--- config.mk ---
export PLATFORM = sky130hd
export DESIGN_NAME = debug_unit
export DESIGN_NICKNAME = d
export VERILOG_FILES = /design/src/rtl/debug_unit.sv
export SDC_FILE = /design/constraint.sdc
export NUM_CORES = 1
export LEC_CHECK = 0
export ABC_AREA = 0
export ABC_CLOCK_PERIOD_IN_PS = 2100
export CAP_MARGIN = 25
export CORE_UTILIZATION = 35
export CTS_BUF_LIST = sky130_fd_sc_hd__clkbuf_16
export CTS_CLUSTER_SIZE = 28
export DETAILED_ROUTE_END_ITERATION = 12
export HOLD_SLACK_MARGIN = 0.06
export MAX_ROUTING_LAYER = met4
export PLACE_DENSITY = 0.63
export REMOVE_ABC_BUFFERS = 1
export SLEW_MARGIN = 20
export SYNTH_ARGS = -nofsm -noshare
export SYNTH_HDL_FRONTEND = slang
export SYNTH_SLANG_ARGS = --single-unit
export TNS_END_PERCENT = 1
--- constraint.sdc ---
create_clock -name i_clk -period 2.1 [get_ports i_clk]
set_clock_uncertainty 0.1 [all_clocks]
set_input_delay 0.21 -clock i_clk [delete_from_list [all_inputs] [get_ports i_clk]]
set_output_delay 0.21 -clock i_clk [all_outputs]
set_load 0.005 [all_outputs]
--- src/rtl/debug_unit.sv ---
// UART-driven debug unit: loads instruction memory, runs or single-steps the pipeline,
// then dumps the register file (and data memory when DUNIT_MEM_DUMP_EN is defined) over tx.
module debug_unit #(
  parameter int NB_REG      = 32,
  parameter int N_REGS      = 32,
  parameter int N_MEM_WORDS = 32
) (
  input  logic              i_clk,
  input  logic              i_reset,
  input  logic [7:0]        i_rx_data,
  input  logic              i_rx_valid,
  output logic [7:0]        o_tx_data,
  output logic              o_tx_start,
  input  logic              i_tx_done,
  output logic              o_dunit_clk_en,
  output logic              o_dunit_reset_pc,
  output logic              o_dunit_w_mem,
  output logic [NB_REG-1:0] o_dunit_addr,
  output logic [NB_REG-1:0] o_dunit_data_if,
  input  logic [NB_REG-1:0] i_dunit_reg,
  input  logic [NB_REG-1:0] i_dunit_mem_data,
  input  logic              i_halt
);

  typedef enum logic [3:0] {
    IDLE, LD_CNT, LD_BYTE, LD_WRITE, RUN, STEP,
    DMP_ADDR, DMP_CAPT, DMP_SEND, DMP_WAIT
  } state_t;

`ifdef DUNIT_MEM_DUMP_EN
  localparam int N_WORDS = N_REGS + N_MEM_WORDS;
`else
  localparam int N_WORDS = N_REGS;
  logic unused_mem;
  assign unused_mem = ^i_dunit_mem_data;
`endif
  localparam int DCW = $clog2(N_WORDS + 1);

  state_t            state, state_n;
  logic              halted, halted_n;
  logic [7:0]        word_idx, word_idx_n;
  logic [7:0]        word_cnt, word_cnt_n;
  logic [7:0]        last_idx;
  logic [1:0]        byte_idx, byte_idx_n;
  logic [NB_REG-1:0] asm_word, asm_word_n;
  logic [DCW-1:0]    dcnt, dcnt_n;
  logic [1:0]        tx_idx, tx_idx_n;
  logic [NB_REG-1:0] lat_word, lat_word_n;
  logic              mem_phase;

  logic [7:0]        tx_data_n;
  logic              tx_start_n, clk_en_n, reset_pc_n, w_mem_n;
  logic [NB_REG-1:0] addr_n, data_if_n;

  // Word count 0 encodes 256, so the last index wraps naturally to 255.
  assign last_idx = word_cnt - 8'd1;

`ifdef DUNIT_MEM_DUMP_EN
  assign mem_phase = (dcnt >= DCW'(N_REGS));
`else
  assign mem_phase = 1'b0;
`endif

  always_comb begin
    state_n    = state;
    halted_n   = halted;
    word_idx_n = word_idx;
    word_cnt_n = word_cnt;
    byte_idx_n = byte_idx;
    asm_word_n = asm_word;
    dcnt_n     = dcnt;
    tx_idx_n   = tx_idx;
    lat_word_n = lat_word;
    tx_data_n  = o_tx_data;
    addr_n     = o_dunit_addr;
    data_if_n  = o_dunit_data_if;
    tx_start_n = 1'b0;
    clk_en_n   = 1'b0;
    reset_pc_n = 1'b0;
    w_mem_n    = 1'b0;

    case (state)
      IDLE: begin
        if (i_rx_valid) begin
          case (i_rx_data)
            8'h4C: state_n = LD_CNT;
            8'h43: if (!halted) begin
              state_n  = RUN;
              clk_en_n = 1'b1;
              dcnt_n   = '0;
            end
            8'h53: if (!halted) begin
              state_n  = STEP;
              clk_en_n = 1'b1;
              dcnt_n   = '0;
            end
            default: ;
          endcase
        end
      end
      LD_CNT: begin
        if (i_rx_valid) begin
          word_cnt_n = i_rx_data;
          word_idx_n = '0;
          byte_idx_n = '0;
          asm_word_n = '0;
          state_n    = LD_BYTE;
        end
      end
      LD_BYTE: begin
        if (i_rx_valid) begin
          asm_word_n[{byte_idx, 3'b000} +: 8] = i_rx_data;
          byte_idx_n = byte_idx + 2'd1;
          if (byte_idx == 2'd3) begin
            w_mem_n   = 1'b1;
            addr_n    = NB_REG'({word_idx, 2'b00});
            data_if_n = asm_word_n;
            state_n   = LD_WRITE;
          end
        end
      end
      LD_WRITE: begin
        word_idx_n = word_idx + 8'd1;
        if (word_idx == last_idx) begin
          reset_pc_n = 1'b1;
          halted_n   = 1'b0;
          state_n    = IDLE;
        end else begin
          state_n = LD_BYTE;
        end
      end
      RUN: begin
        if (i_halt) begin
          halted_n = 1'b1;
          state_n  = DMP_ADDR;
        end else begin
          clk_en_n = 1'b1;
        end
      end
      STEP: begin
        if (i_halt) halted_n = 1'b1;
        state_n = DMP_ADDR;
      end
      // Address is registered here; the read data is valid during DMP_CAPT.
      DMP_ADDR: begin
        if (mem_phase) addr_n = NB_REG'(dcnt - DCW'(N_REGS)) << 2;
        else           addr_n = NB_REG'(dcnt);
        state_n = DMP_CAPT;
      end
      DMP_CAPT: begin
        lat_word_n = mem_phase ? i_dunit_mem_data : i_dunit_reg;
        tx_idx_n   = '0;
        state_n    = DMP_SEND;
      end
      DMP_SEND: begin
        tx_start_n = 1'b1;
        tx_data_n  = lat_word[{tx_idx, 3'b000} +: 8];
        state_n    = DMP_WAIT;
      end
      DMP_WAIT: begin
        if (i_tx_done) begin
          if (tx_idx == 2'd3) begin
            tx_idx_n = '0;
            if (dcnt == DCW'(N_WORDS - 1)) begin
              dcnt_n  = '0;
              state_n = IDLE;
            end else begin
              dcnt_n  = dcnt + DCW'(1);
              state_n = DMP_ADDR;
            end
          end else begin
            tx_idx_n = tx_idx + 2'd1;
            state_n  = DMP_SEND;
          end
        end
      end
      default: state_n = IDLE;
    endcase
  end

  always_ff @(posedge i_clk) begin
    if (i_reset) begin
      state            <= IDLE;
      halted           <= 1'b0;
      word_idx         <= '0;
      word_cnt         <= '0;
      byte_idx         <= '0;
      asm_word         <= '0;
      dcnt             <= '0;
      tx_idx           <= '0;
      lat_word         <= '0;
      o_tx_data        <= '0;
      o_tx_start       <= 1'b0;
      o_dunit_clk_en   <= 1'b0;
      o_dunit_reset_pc <= 1'b0;
      o_dunit_w_mem    <= 1'b0;
      o_dunit_addr     <= '0;
      o_dunit_data_if  <= '0;
    end else begin
      state            <= state_n;
      halted           <= halted_n;
      word_idx         <= word_idx_n;
      word_cnt         <= word_cnt_n;
      byte_idx         <= byte_idx_n;
      asm_word         <= asm_word_n;
      dcnt             <= dcnt_n;
      tx_idx           <= tx_idx_n;
      lat_word         <= lat_word_n;
      o_tx_data        <= tx_data_n;
      o_tx_start       <= tx_start_n;
      o_dunit_clk_en   <= clk_en_n;
      o_dunit_reset_pc <= reset_pc_n;
      o_dunit_w_mem    <= w_mem_n;
      o_dunit_addr     <= addr_n;
      o_dunit_data_if  <= data_if_n;
    end
  end

endmodule

; Word-level counts from Yosys, hierarchy flattened
; Index checks and enable logic that the tools add are counted.
[totals]
reg_bits = 171
output_inout_bits = 76
elab_cells = 124
[classes]
n_addsub = 6
n_eq_ne = 30
n_shift = 3
muxes = 46
n_bitwise = 3
n_reduce_logical = 20
[ops]
columns = cell, count
row1 = $mux W32, 4
row2 = $pmux W32 S2, 2
row3 = $pmux W4 S10, 1
row4 = $mux W4, 9
row5 = $mux W6, 6
row6 = $bwmux W32, 1
row7 = $shift A8 B7 Y32 const A, 1
row8 = $shiftx A32 B6 Y8, 1
row9 = $shiftx A8 B7 Y32, 1
row10 = $eq A8 B7 Y1 const B, 3
row11 = $ne A2 B2 Y1 const B, 10
row12 = $eq A4 B3 Y1 const B, 4
row13 = $pmux W8 S2, 1
row14 = $pmux W4 S3, 1
row15 = $pmux W6 S2, 1
row16 = $reduce_and A3 Y1, 4
row17 = $reduce_bool A2 Y1, 6
row18 = $mux W2, 5
row19 = $mux W1, 9
row20 = $reduce_and A9 Y1, 1
row21 = $add A8 B1 Y8 const B, 1
row22 = $eq A4 B2 Y1 const B, 2
row23 = $eq A4 B4 Y1 const B, 2
row24 = $eq A8 B8 Y1, 1
row25 = other kinds (20), 31

; Logic depth before layout (Yosys ltp)
; Gate-level depths: netlist of the first run.
[depth]
depth_word = 5
mapped_depth = 8
depth_no_buf = 7

; Worst setup path after synthesis of the first run
; OpenSTA, ideal clock, no wires.
[synth_timing]
path_type = input port to flip-flop
startpoint = input i_rx_data[7]
endpoint = register dcnt[2]
setup_time_ns = 0.070
t_arrival_ns = 2.066
slack_ns = -0.136
path_stages = 6
path_buffers = 1
cell_sequence = or3b_4 or4b_1 a211o_1 buf_6 or4_1 a21oi_1
[synth_between]
elab_chain_cells = 4
[synth_lines]
columns = item, line_no
row1 = from (decl), 10  ; input logic [7:0] i_rx_data,
row2 = $eq A8 B7 Y1, 85  ; case (i_rx_data)
row3 = $reduce_or A2 Y1 (no line) *, n/a
row4 = $ne A2 B2 Y1 (no line) *, n/a
row5 = $reduce_and A6 Y1 (no line) *, n/a
row6 = to (signal assigned), 206  ; dcnt <= dcnt_n;
row7 = to (decl), 46  ; logic [DCW-1:0] dcnt, dcnt_n;
; Every way passes the cells marked *; elsewhere a longest branch is shown, timed or not.
; A chain may end at the register's enable or synchronous reset.

; Worst setup path after layout of the first run
[layout_timing]
startpoint = input i_rx_data[7]
endpoint = register dcnt[3]
; Same word-level chain as after synthesis.

==> results of run 1 <==
report_power, final:
part	internal, W	leakage (nW)	switching (W)
Sequential	0.00283	1.20	0.000000377
Clock	0.00173	0.285	0.00122
Combinational	0.000107	1.73	0.000121
Total	0.00467	3.22	0.00134
timing repair:
item                       4_1_cts  5_1_grt
setup endpoints to repair        7       20
pin swaps                        8        2
gates resized for setup         10       10
cells in the final DEF, fill, tap and decap left out, types with 3 or more instances in the layout:
cell type and instances:
sky130_fd_sc_hd__a211oi_1 22, sky130_fd_sc_hd__a21oi_1 84, sky130_fd_sc_hd__a221oi_1 10, sky130_fd_sc_hd__a22oi_1 43, sky130_fd_sc_hd__a31oi_1 3, sky130_fd_sc_hd__and2_1 7
sky130_fd_sc_hd__and3_1 13, sky130_fd_sc_hd__buf_12 4, sky130_fd_sc_hd__buf_4 49, sky130_fd_sc_hd__clkbuf_16 17, sky130_fd_sc_hd__clkdlybuf4s50_1 93, sky130_fd_sc_hd__clkinv_2 5
sky130_fd_sc_hd__clkinv_4 4, sky130_fd_sc_hd__conb_1 22, sky130_fd_sc_hd__dfxtp_1 148, sky130_fd_sc_hd__dlygate4sd2_1 3, sky130_fd_sc_hd__ha_1 10, sky130_fd_sc_hd__inv_1 12
sky130_fd_sc_hd__mux2i_1 16, sky130_fd_sc_hd__mux4_2 8, sky130_fd_sc_hd__nand2_1 92, sky130_fd_sc_hd__nand2b_1 4, sky130_fd_sc_hd__nand3_1 17, sky130_fd_sc_hd__nand3b_1 3
sky130_fd_sc_hd__nand4_1 3, sky130_fd_sc_hd__nor2_1 129, sky130_fd_sc_hd__nor3_1 17, sky130_fd_sc_hd__o21ai_0 7, sky130_fd_sc_hd__o31ai_1 3, sky130_fd_sc_hd__or3_1 4
sky130_fd_sc_hd__or4_1 3, sky130_fd_sc_hd__xnor2_1 4, sky130_fd_sc_hd__xor2_1 7
routing by layer:
layer	vias to the layer above	track usage	share of wire
met5	-	-	0
met4	0	0.0590	0.013
met3	18	0.0424	0.041
met2	149	0.285	0.47
met1	2786	0.240	0.48
li1	2974	-	-
synth_stat cells (all sizes together), types with 4 or more instances:
master | n | area, um2
dfxtp | 149 | 2980
nor2 | 129 | 484
nand2 | 92 | 345
a21oi | 85 | 425
clkbuf | 56 | 210
a22oi | 43 | 323
buf | 26 | 188
a211oi | 22 | 165
nand3 | 17 | 85.1
nor3 | 17 | 85.1
mux2i | 16 | 160
and3 | 13 | 81.3
a221oi | 10 | 87.6
ha | 10 | 125
inv | 10 | 37.5
and2 | 8 | 50.1
mux4 | 8 | 180
o21ai | 7 | 35.0
xor2 | 7 | 61.3
nand2b | 5 | 31.3
or3 | 4 | 25.0
xnor2 | 4 | 35.0
registers in the layout (all words and copies together) (netlist names), 2 cells and up:
signal           count
dcnt                 6
o_dunit_data_if     32
tx_idx               2
byte_idx             2
asm_word            32
o_tx_data            8
word_cnt             8
word_idx             8
state                4
lat_word            32
o_dunit_addr        10
kinds of logic after synthesis:
kind of cell	synth area share
compound gates	0.190
xor+xnor	0.0145
fa+ha+maj	0.0188
buf+inv	0.0659
flops	0.448
mux	0.0528
other cells	0.000563
simple gates	0.210
through the flow:
stage,instances,power (W),TNS [ns],hold slack [ns],util
after floorplan,733,0.00292,-10.14,0.179,-
after detailed placement,1118,0.00311,-4.37,0.344,0.431
after CTS,1150,0.00607,-0.0223,0.129,0.463
after global placement,1118,0.00311,-4.25,0.339,0.431
final,1150,0.00600,0,0.138,0.465
after global routing,1150,0.00622,-0.162,0.151,0.465
final cells by class:
class,count,area (um2)
tap,234,293
timing repair buffer,151,1430
inverter,11,41.3
sequential,149,2980
fill,1836,10000
clock buffer,17,425
clock inverter,15,143
multi-input combinational,573,3380
worst min path at each step:
stage                     cells after the start  slack, ns           end
after floorplan                               1       0.18       dcnt[0]
after global placement                        2       0.34   lat_word[0]
after detailed placement                      2       0.34  lat_word[28]
after CTS                                     2       0.13   word_cnt[5]
after global routing                          2       0.15   word_cnt[1]
final                                         2       0.14   word_cnt[5]
==> flow_summary.html, run 1 <==
<table>
<tr><th>Metric</th><th>Value</th></tr>
<tr><th colspan="2">Hold path</th></tr>
<tr><td>Critical hold path startpoint</td><td>i_reset</td></tr>
<tr><td>Worst hold path class</td><td>in2reg</td></tr>
<tr><th colspan="2">Floorplan</th></tr>
<tr><td>Height of the chip</td><td>140 um</td></tr>
<tr><td>Horiz. Die Dim</td><td>140 um</td></tr>
<tr><td>Initial cell density of the core</td><td>0.356</td></tr>
<tr><td>Number of top-level pins</td><td>roughly 150</td></tr>
<tr><td>Site Rows</td><td>50</td></tr>
<tr><td>Die outline area</td><td>0.0196 mm2</td></tr>
<tr><td>Core area</td><td>0.0187 mm2</td></tr>
<tr><th colspan="2">Final layout</th></tr>
<tr><td>Number of nets in the layout</td><td>990</td></tr>
<tr><td>Share of post-route cells with drive strength above 1</td><td>0.119</td></tr>
<tr><td>Ant diodes</td><td>0</td></tr>
<tr><td>Area Growth Syn to Fin</td><td>30.5%</td></tr>
<tr><td>Summed area of non-filler cells in the final layout</td><td>around 0.0087 mm2</td></tr>
<tr><th colspan="2">Place</th></tr>
<tr><td>DP HPWL</td><td>11,500 um</td></tr>
<tr><td>Setup slack at placement</td><td>-0.682 ns</td></tr>
<tr><td>Number of input and output port buffers inserted</td><td>98</td></tr>
<tr><td>Post-DP Area</td><td>~0.0081 mm2</td></tr>
<tr><td>RD Place Congestion</td><td>0.833</td></tr>
<tr><th colspan="2">Global route</th></tr>
<tr><td>Wire length of the first global-routing pass</td><td>27,700 um</td></tr>
<tr><td>Gr usage total</td><td>0.185</td></tr>
<tr><td>Vias in the first global route</td><td>5,386</td></tr>
<tr><td>Global-route congestion overflow total</td><td>0</td></tr>
<tr><td>Pin count of the biggest net entering global routing</td><td>63</td></tr>
<tr><td>Antenna violations before repair</td><td>0</td></tr>
<tr><th colspan="2">Power and ir drop</th></tr>
<tr><td>Worst vdd ir</td><td>0.576 mV</td></tr>
<tr><td>Pwr/cell area</td><td>691 mW/mm2</td></tr>
<tr><td>Leakage power</td><td>3.22 nW</td></tr>
<tr><th colspan="2">Timing</th></tr>
<tr><td>Peak clock frequency supported by timing</td><td>between 400 and 500 MHz</td></tr>
<tr><td>Period utilisation layout</td><td>0.997</td></tr>
<tr><td>Setup repair after global routing missed its margin</td><td>true</td></tr>
<tr><td>Remaining max-slew budget at the tightest pin</td><td>0.649</td></tr>
<tr><td>Fin crit period</td><td>between 2 and 2.5 ns</td></tr>
<tr><td>Final WS setup</td><td>0.00530 ns</td></tr>
<tr><td>Final setup vio count</td><td>0</td></tr>
<tr><td>Least-Margin Pin Slew</td><td>about 0.53 ns</td></tr>
<tr><td>Pins Over Slew Limit</td><td>0</td></tr>
<tr><td>Number of hold violations in the final report</td><td>0</td></tr>
<tr><th colspan="2">Status</th></tr>
<tr><td>Outcome</td><td>complete, no violations</td></tr>
<tr><th colspan="2">Clocking</th></tr>
<tr><td>Hold_buf cts</td><td>0</td></tr>
<tr><td>Clock latency of the later-clocked register in the worst-skew pair</td><td>0.43 ns</td></tr>
<tr><td>Maximum number of buffers from clock root to sink</td><td>2</td></tr>
<tr><td>Clock Sinks</td><td>roughly 150</td></tr>
<tr><td>Root buffer cell</td><td>sky130_fd_sc_hd__clkbuf_16</td></tr>
<tr><td>Clk pin slew, worst setup/hold paths</td><td>0.06 ns</td></tr>
<tr><td>CTS tree</td><td>built</td></tr>
<tr><td>Clock buffer count from CTS</td><td>17</td></tr>
<tr><td>Count of buffers added by post-CTS timing repair for setup</td><td>0</td></tr>
<tr><td>Max H-tree Level</td><td>4</td></tr>
<tr><th colspan="2">Critical path</th></tr>
<tr><td>Crit path launch type</td><td>primary input</td></tr>
<tr><td>Largest fanout on the critical path</td><td>5</td></tr>
<tr><td>Setup slack of the most critical reg-to-reg path</td><td>0.02 ns</td></tr>
<tr><td>Cell type of the slowest stage on the worst timing path</td><td>sky130_fd_sc_hd__or4b_4</td></tr>
<tr><td>Worst path cell trace</td><td>dlygate4sd2_1, or3b_4, or4b_4, a211o_1, or4b_1, a21oi_2</td></tr>
<tr><td>Capturing element type of the critical path</td><td>flop</td></tr>
<tr><td>Combined buffer and inverter count along the critical path</td><td>1</td></tr>
<tr><td>Number of cells on the critical path</td><td>6</td></tr>
<tr><td>Reg2Reg Capture Point</td><td>dcnt[3]</td></tr>
<tr><td>Required arrival time at the worst endpoint</td><td>2.37 ns</td></tr>
<tr><td>Startpoint of the lowest-slack register-to-register path</td><td>state[3]</td></tr>
<tr><td>Worst path top cell family by delay</td><td>simple AND/OR/NAND/NOR gates</td></tr>
<tr><td>Worst EP arrival</td><td>2.36 ns</td></tr>
<tr><td>Cells on worst reg2reg path</td><td>5</td></tr>
<tr><td>Launching element of the worst setup path</td><td>i_rx_data[7]</td></tr>
<tr><td>Critical Path End</td><td>dcnt[3]</td></tr>
<tr><td>Longest individual stage delay on the worst path</td><td>0.55 ns</td></tr>
<tr><td>Worst Setup Path Type</td><td>in2reg</td></tr>
<tr><th colspan="2">Logic synthesis</th></tr>
<tr><td>Warnings from Yosys</td><td>0</td></tr>
<tr><td>Instance count of the mapped netlist</td><td>794</td></tr>
<tr><td>Post-synthesis sequential element count</td><td>149</td></tr>
<tr><td>Share of synthesized flip-flops with an asynchronous set or reset</td><td>0</td></tr>
<tr><td>Sequential element share of the synthesized area</td><td>0.448</td></tr>
<tr><td>Mean instance size in the synthesized netlist</td><td>8.39 um2</td></tr>
<tr><td>Top flip-flop cell by instance count after synthesis</td><td>sky130_fd_sc_hd__dfxtp_1</td></tr>
<tr><td>Distinct cells, synth</td><td>57</td></tr>
<tr><td>EDFF count, synth</td><td>0</td></tr>
<tr><td>Cell Area, Synth</td><td>0.00666 mm2</td></tr>
<tr><th colspan="2">Routing</th></tr>
<tr><td>Post-route ant nets</td><td>0</td></tr>
<tr><td>Total length of routed wires</td><td>around 17,000 um</td></tr>
<tr><td>Average routed wire per standard cell</td><td>14.9 um</td></tr>
<tr><td>Total vias in the final route</td><td>5,927</td></tr>
<tr><td>Detailed-route DRC error count</td><td>0</td></tr>
<tr><td>Number of DRC markers in iteration 0</td><td>~410</td></tr>
<tr><td>Iteration count of the initial detailed-routing pass</td><td>5</td></tr>
<tr><td>Vias per std cell</td><td>5.15</td></tr>
<tr><th colspan="2">Job</th></tr>
<tr><td>Count of maximum capacitance violations</td><td>0</td></tr>
</table>
No activity file was read; power rests on OpenSTA's default activity.
==> inputs of run 2 (changes only) <==
ABC_CLOCK_PERIOD_IN_PS = 2300   (was 2100)
PLACE_DENSITY = 0.6   (was 0.63)
clock period = 2.3 ns   (was 2.1 ns; I/O delays follow)
==> run 2 against run 1 <==
  * Via count decreased by 0.62%
  * Cell area decreased by 1.1%
  * Core utilization decreased by 0.51 points
  * Total power decreased by 9.0%
  * Clock-buffer cell count unchanged
  * Hold slack improved by 0.024 ns
  * Critical path depth unchanged
  * Sequential share of layout area increased by 0.37 points
==> flow_summary.html, run 2 (synthesis results as in run 1) <==
<table>
<tr><th>Metric</th><th>Value</th></tr>
<tr><th colspan="2">Status</th></tr>
<tr><td>Outcome</td><td>complete, no violations (unchanged)</td></tr>
<tr><th colspan="2">Clocking</th></tr>
<tr><td>Hold_buf cts</td><td>0 (unchanged)</td></tr>
<tr><td>Clock latency of the later-clocked register in the worst-skew pair</td><td>0.42 ns (was 0.43 ns)</td></tr>
<tr><td>Max H-tree Level</td><td>4 (unchanged)</td></tr>
<tr><td>Clock Sinks</td><td>149 (unchanged)</td></tr>
<tr><td>Root buffer cell</td><td>sky130_fd_sc_hd__clkbuf_16 (unchanged)</td></tr>
<tr><td>Clock buffer count from CTS</td><td>17 (unchanged)</td></tr>
<tr><td>Clk pin slew, worst setup/hold paths</td><td>0.07 ns (was 0.06 ns)</td></tr>
<tr><td>Maximum number of buffers from clock root to sink</td><td>2 (unchanged)</td></tr>
<tr><td>CTS tree</td><td>built (unchanged)</td></tr>
<tr><th colspan="2">Power and ir drop</th></tr>
<tr><td>Net Switching</td><td>0.00120 W (was 0.00134 W)</td></tr>
<tr><td>Switching share of power</td><td>0.220 (was 0.223)</td></tr>
<tr><td>Leakage power</td><td>3.16 nW (was 3.22 nW)</td></tr>
<tr><td>Portion of total power attributed to the clock network</td><td>0.490 (was 0.491)</td></tr>
<tr><td>Worst vdd ir</td><td>0.432 mV (was 0.576 mV)</td></tr>
<tr><td>Power after layout</td><td>0.00546 W (was 0.00600 W)</td></tr>
<tr><td>Internal power consumption</td><td>0.00426 W (was 0.00467 W)</td></tr>
<tr><td>Share of power burned in registers</td><td>0.473 (was 0.471)</td></tr>
<tr><td>Combinational share of power</td><td>0.038 (about the same)</td></tr>
<tr><td>Pwr/cell area</td><td>635 mW/mm2 (was 691 mW/mm2)</td></tr>
<tr><th colspan="2">Critical path</th></tr>
<tr><td>Required arrival time at the worst endpoint</td><td>2.55 ns (was 2.37 ns)</td></tr>
<tr><td>Capturing element type of the critical path</td><td>flop (unchanged)</td></tr>
<tr><td>Worst EP arrival</td><td>2.50 ns (was 2.36 ns)</td></tr>
<tr><td>Largest fanout on the critical path</td><td>7 (was 5)</td></tr>
<tr><td>Worst Setup Path Type</td><td>in2reg (unchanged)</td></tr>
<tr><td>Crit path launch type</td><td>primary input (unchanged)</td></tr>
<tr><th colspan="2">Global route</th></tr>
<tr><td>Gr usage total</td><td>0.181 (was 0.185)</td></tr>
<tr><td>Vias in the first global route</td><td>5,345 (was 5,386)</td></tr>
<tr><td>Pin count of the biggest net entering global routing</td><td>72 (was 63)</td></tr>
<tr><td>Global-route congestion overflow total</td><td>0 (unchanged)</td></tr>
<tr><td>Wire length of the first global-routing pass</td><td>27,500 um (was 27,700 um)</td></tr>
<tr><td>Antenna violations before repair</td><td>0 (unchanged)</td></tr>
<tr><th colspan="2">Timing</th></tr>
<tr><td>Final setup vio count</td><td>0 (unchanged)</td></tr>
<tr><td>Least-Margin Pin Slew</td><td>0.505 ns (was 0.526 ns)</td></tr>
<tr><td>Post-route worst hold slack</td><td>0.162 ns (was 0.138 ns)</td></tr>
<tr><td>Peak clock frequency supported by timing</td><td>444 MHz</td></tr>
<tr><td>Setup repair after global routing missed its margin</td><td>false (was true)</td></tr>
<tr><td>Setup tns final</td><td>0 ns (unchanged)</td></tr>
<tr><td>Pins Over Slew Limit</td><td>0 (unchanged)</td></tr>
<tr><td>Number of hold violations in the final report</td><td>0 (unchanged)</td></tr>
<tr><td>Fin crit period</td><td>2.25 ns</td></tr>
<tr><td>Period utilisation layout</td><td>0.978</td></tr>
<tr><td>Remaining max-slew budget at the tightest pin</td><td>0.663 (was 0.649)</td></tr>
<tr><th colspan="2">Place</th></tr>
<tr><td>Number of input and output port buffers inserted</td><td>98 (unchanged)</td></tr>
<tr><td>RD Place Congestion</td><td>0.813 (was 0.833)</td></tr>
<tr><td>DP HPWL</td><td>11,300 um (was 11,500 um)</td></tr>
<tr><th colspan="2">Final layout</th></tr>
<tr><td>Multi-input logic area</td><td>0.00335 mm2 (was 0.00338 mm2)</td></tr>
<tr><td>Most used cells in the layout excluding fill and tap cells</td><td>sky130_fd_sc_hd__dfxtp_1, sky130_fd_sc_hd__nor2_1, sky130_fd_sc_hd__clkdlybuf4s50_1, sky130_fd_sc_hd__nand2_1, sky130_fd_sc_hd__a21oi_1 (unchanged)</td></tr>
<tr><td>Most common library cell in the layout ignoring fill and taps</td><td>sky130_fd_sc_hd__dfxtp_1 (unchanged)</td></tr>
<tr><td>Ant diodes</td><td>0 (unchanged)</td></tr>
<tr><td>Share of post-route cells with drive strength above 1</td><td>0.101 (was 0.119)</td></tr>
<tr><td>Area Growth Syn to Fin</td><td>29.0% (was 30.5%)</td></tr>
<tr><td>Number of nets in the layout</td><td>984 (was 990)</td></tr>
<tr><td>Filler cell count</td><td>1,860 (was 1,836)</td></tr>
<tr><td>Largest registers</td><td>asm_word x32, lat_word x32, o_dunit_data_if x32 (unchanged)</td></tr>
<tr><td>Register area</td><td>0.00298 mm2 (about the same)</td></tr>
<tr><th colspan="2">Floorplan</th></tr>
<tr><td>Horiz. Die Dim</td><td>140 um (unchanged)</td></tr>
<tr><td>Die outline area</td><td>0.0196 mm2 (unchanged)</td></tr>
<tr><td>Core area</td><td>0.0187 mm2 (unchanged)</td></tr>
<tr><td>Site Rows</td><td>50 (unchanged)</td></tr>
<tr><td>Initial cell density of the core</td><td>0.356 (unchanged)</td></tr>
<tr><td>Number of top-level pins</td><td>153 (unchanged)</td></tr>
<tr><td>Height of the chip</td><td>140 um (unchanged)</td></tr>
<tr><th colspan="2">Routing</th></tr>
<tr><td>Vias per std cell</td><td>5.15 (about the same)</td></tr>
<tr><td>Total vias in the final route</td><td>5,890 (was 5,927)</td></tr>
<tr><td>Iteration count of the initial detailed-routing pass</td><td>5 (unchanged)</td></tr>
<tr><td>Number of DRC markers in iteration 0</td><td>352 (was 408)</td></tr>
<tr><td>Total length of routed wires</td><td>16,900 um (was 17,100 um)</td></tr>
<tr><td>Post-route ant nets</td><td>0 (unchanged)</td></tr>
<tr><td>Average routed wire per standard cell</td><td>14.8 um (was 14.9 um)</td></tr>
<tr><td>Detailed-route DRC error count</td><td>0 (unchanged)</td></tr>
<tr><th colspan="2">Hold path</th></tr>
<tr><td>Worst hold path class</td><td>in2reg (unchanged)</td></tr>
<tr><th colspan="2">Job</th></tr>
<tr><td>Count of maximum capacitance violations</td><td>0 (unchanged)</td></tr>
</table>
-- run 2: cell types whose count changed in the layout (fill, tap and decap cells not counted), moves of 2 or more --
cell,previous run,this run
sky130_fd_sc_hd__a2111oi_2,2,0
sky130_fd_sc_hd__clkinv_4,4,2
sky130_fd_sc_hd__clkinv_1,1,4
sky130_fd_sc_hd__buf_4,49,45
sky130_fd_sc_hd__clkinv_2,5,3
-- run 2: what timing repair did --
item | in CTS | in global routing
pin swaps | 5 | 0
gates resized for setup | 5 | 2
gates cloned | 0 | 0
endpoints found under the setup margin | 5 | 2
setup buffers | 1 | 0
-- run 2: stage by stage --
| stage | instance area (um2) | worst slack [ns] | instances | utilization |
|---|---|---|---|---|
| finish | 8590 | 0.0495 | 1144 | 0.459 |
| global route | 8590 | 0.00309 | 1144 | 0.459 |
| CTS | 8580 | 0.0430 | 1144 | 0.459 |
| detailed placement | 8000 | -0.548 | 1111 | 0.427 |
| global placement | 8000 | -0.539 | 1111 | 0.427 |
| floorplan | 6340 | -0.118 | 733 | - |
-- run 2: layout make-up --
cell class,count,share of cell area
multi-input cells,573,0.390
flip-flops and latches,149,0.347
repair buffers,145,0.159
clock buffers,17,0.0495
well taps,234,0.0341
clock inverters,15,0.0162
inverters,11,0.00480
-- run 2: routing by layer --
metal	wire (um)	global-route usage
met5	0	-
met3	614	0.0325
met4	143	0.0544
met2	7860	0.278
met1	8310	0.242
-- run 2: worst paths after layout --
check / startpoint / end / slack, ns / cells after the start
min: i_reset / word_cnt[0] / 0.16 / 2
max: i_rx_data[3] / dcnt[3] / 0.05 / 6
max reg2reg: byte_idx[0] / o_dunit_data_if[5] / 0.09 / 8
min reg2reg: lat_word[28] / lat_word[28] / 0.35 / 2
-- run 2: worst max-delay path, cell delays in order --
cell                              delay [ns]
sky130_fd_sc_hd__clkdlybuf4s50_1        0.45
sky130_fd_sc_hd__nand4bb_4              0.26
sky130_fd_sc_hd__or4b_4                 0.50
sky130_fd_sc_hd__a211o_4                0.37
sky130_fd_sc_hd__or4b_1                 0.54
sky130_fd_sc_hd__a21oi_1                0.13
-- run 2: power by group through the flow --
stage	sequential (W)	clock, W	combinational [W]
final	0.00258	0.00267	0.000206
after global routing	0.00258	0.00287	0.000223
after CTS	0.00258	0.00275	0.000204
after detailed placement	0.00264	0	0.000204
after global placement	0.00264	0	0.000204
after floorplan	0.00264	0	0.0000306
==> inputs of run 3 (changes only) <==
CORE_MARGIN = 1   (was unset)
CTS_CLUSTER_SIZE = unset   (was 28)
==> results of run 3 <==
Final layout, timing and power as in run 2 (identical DEF).
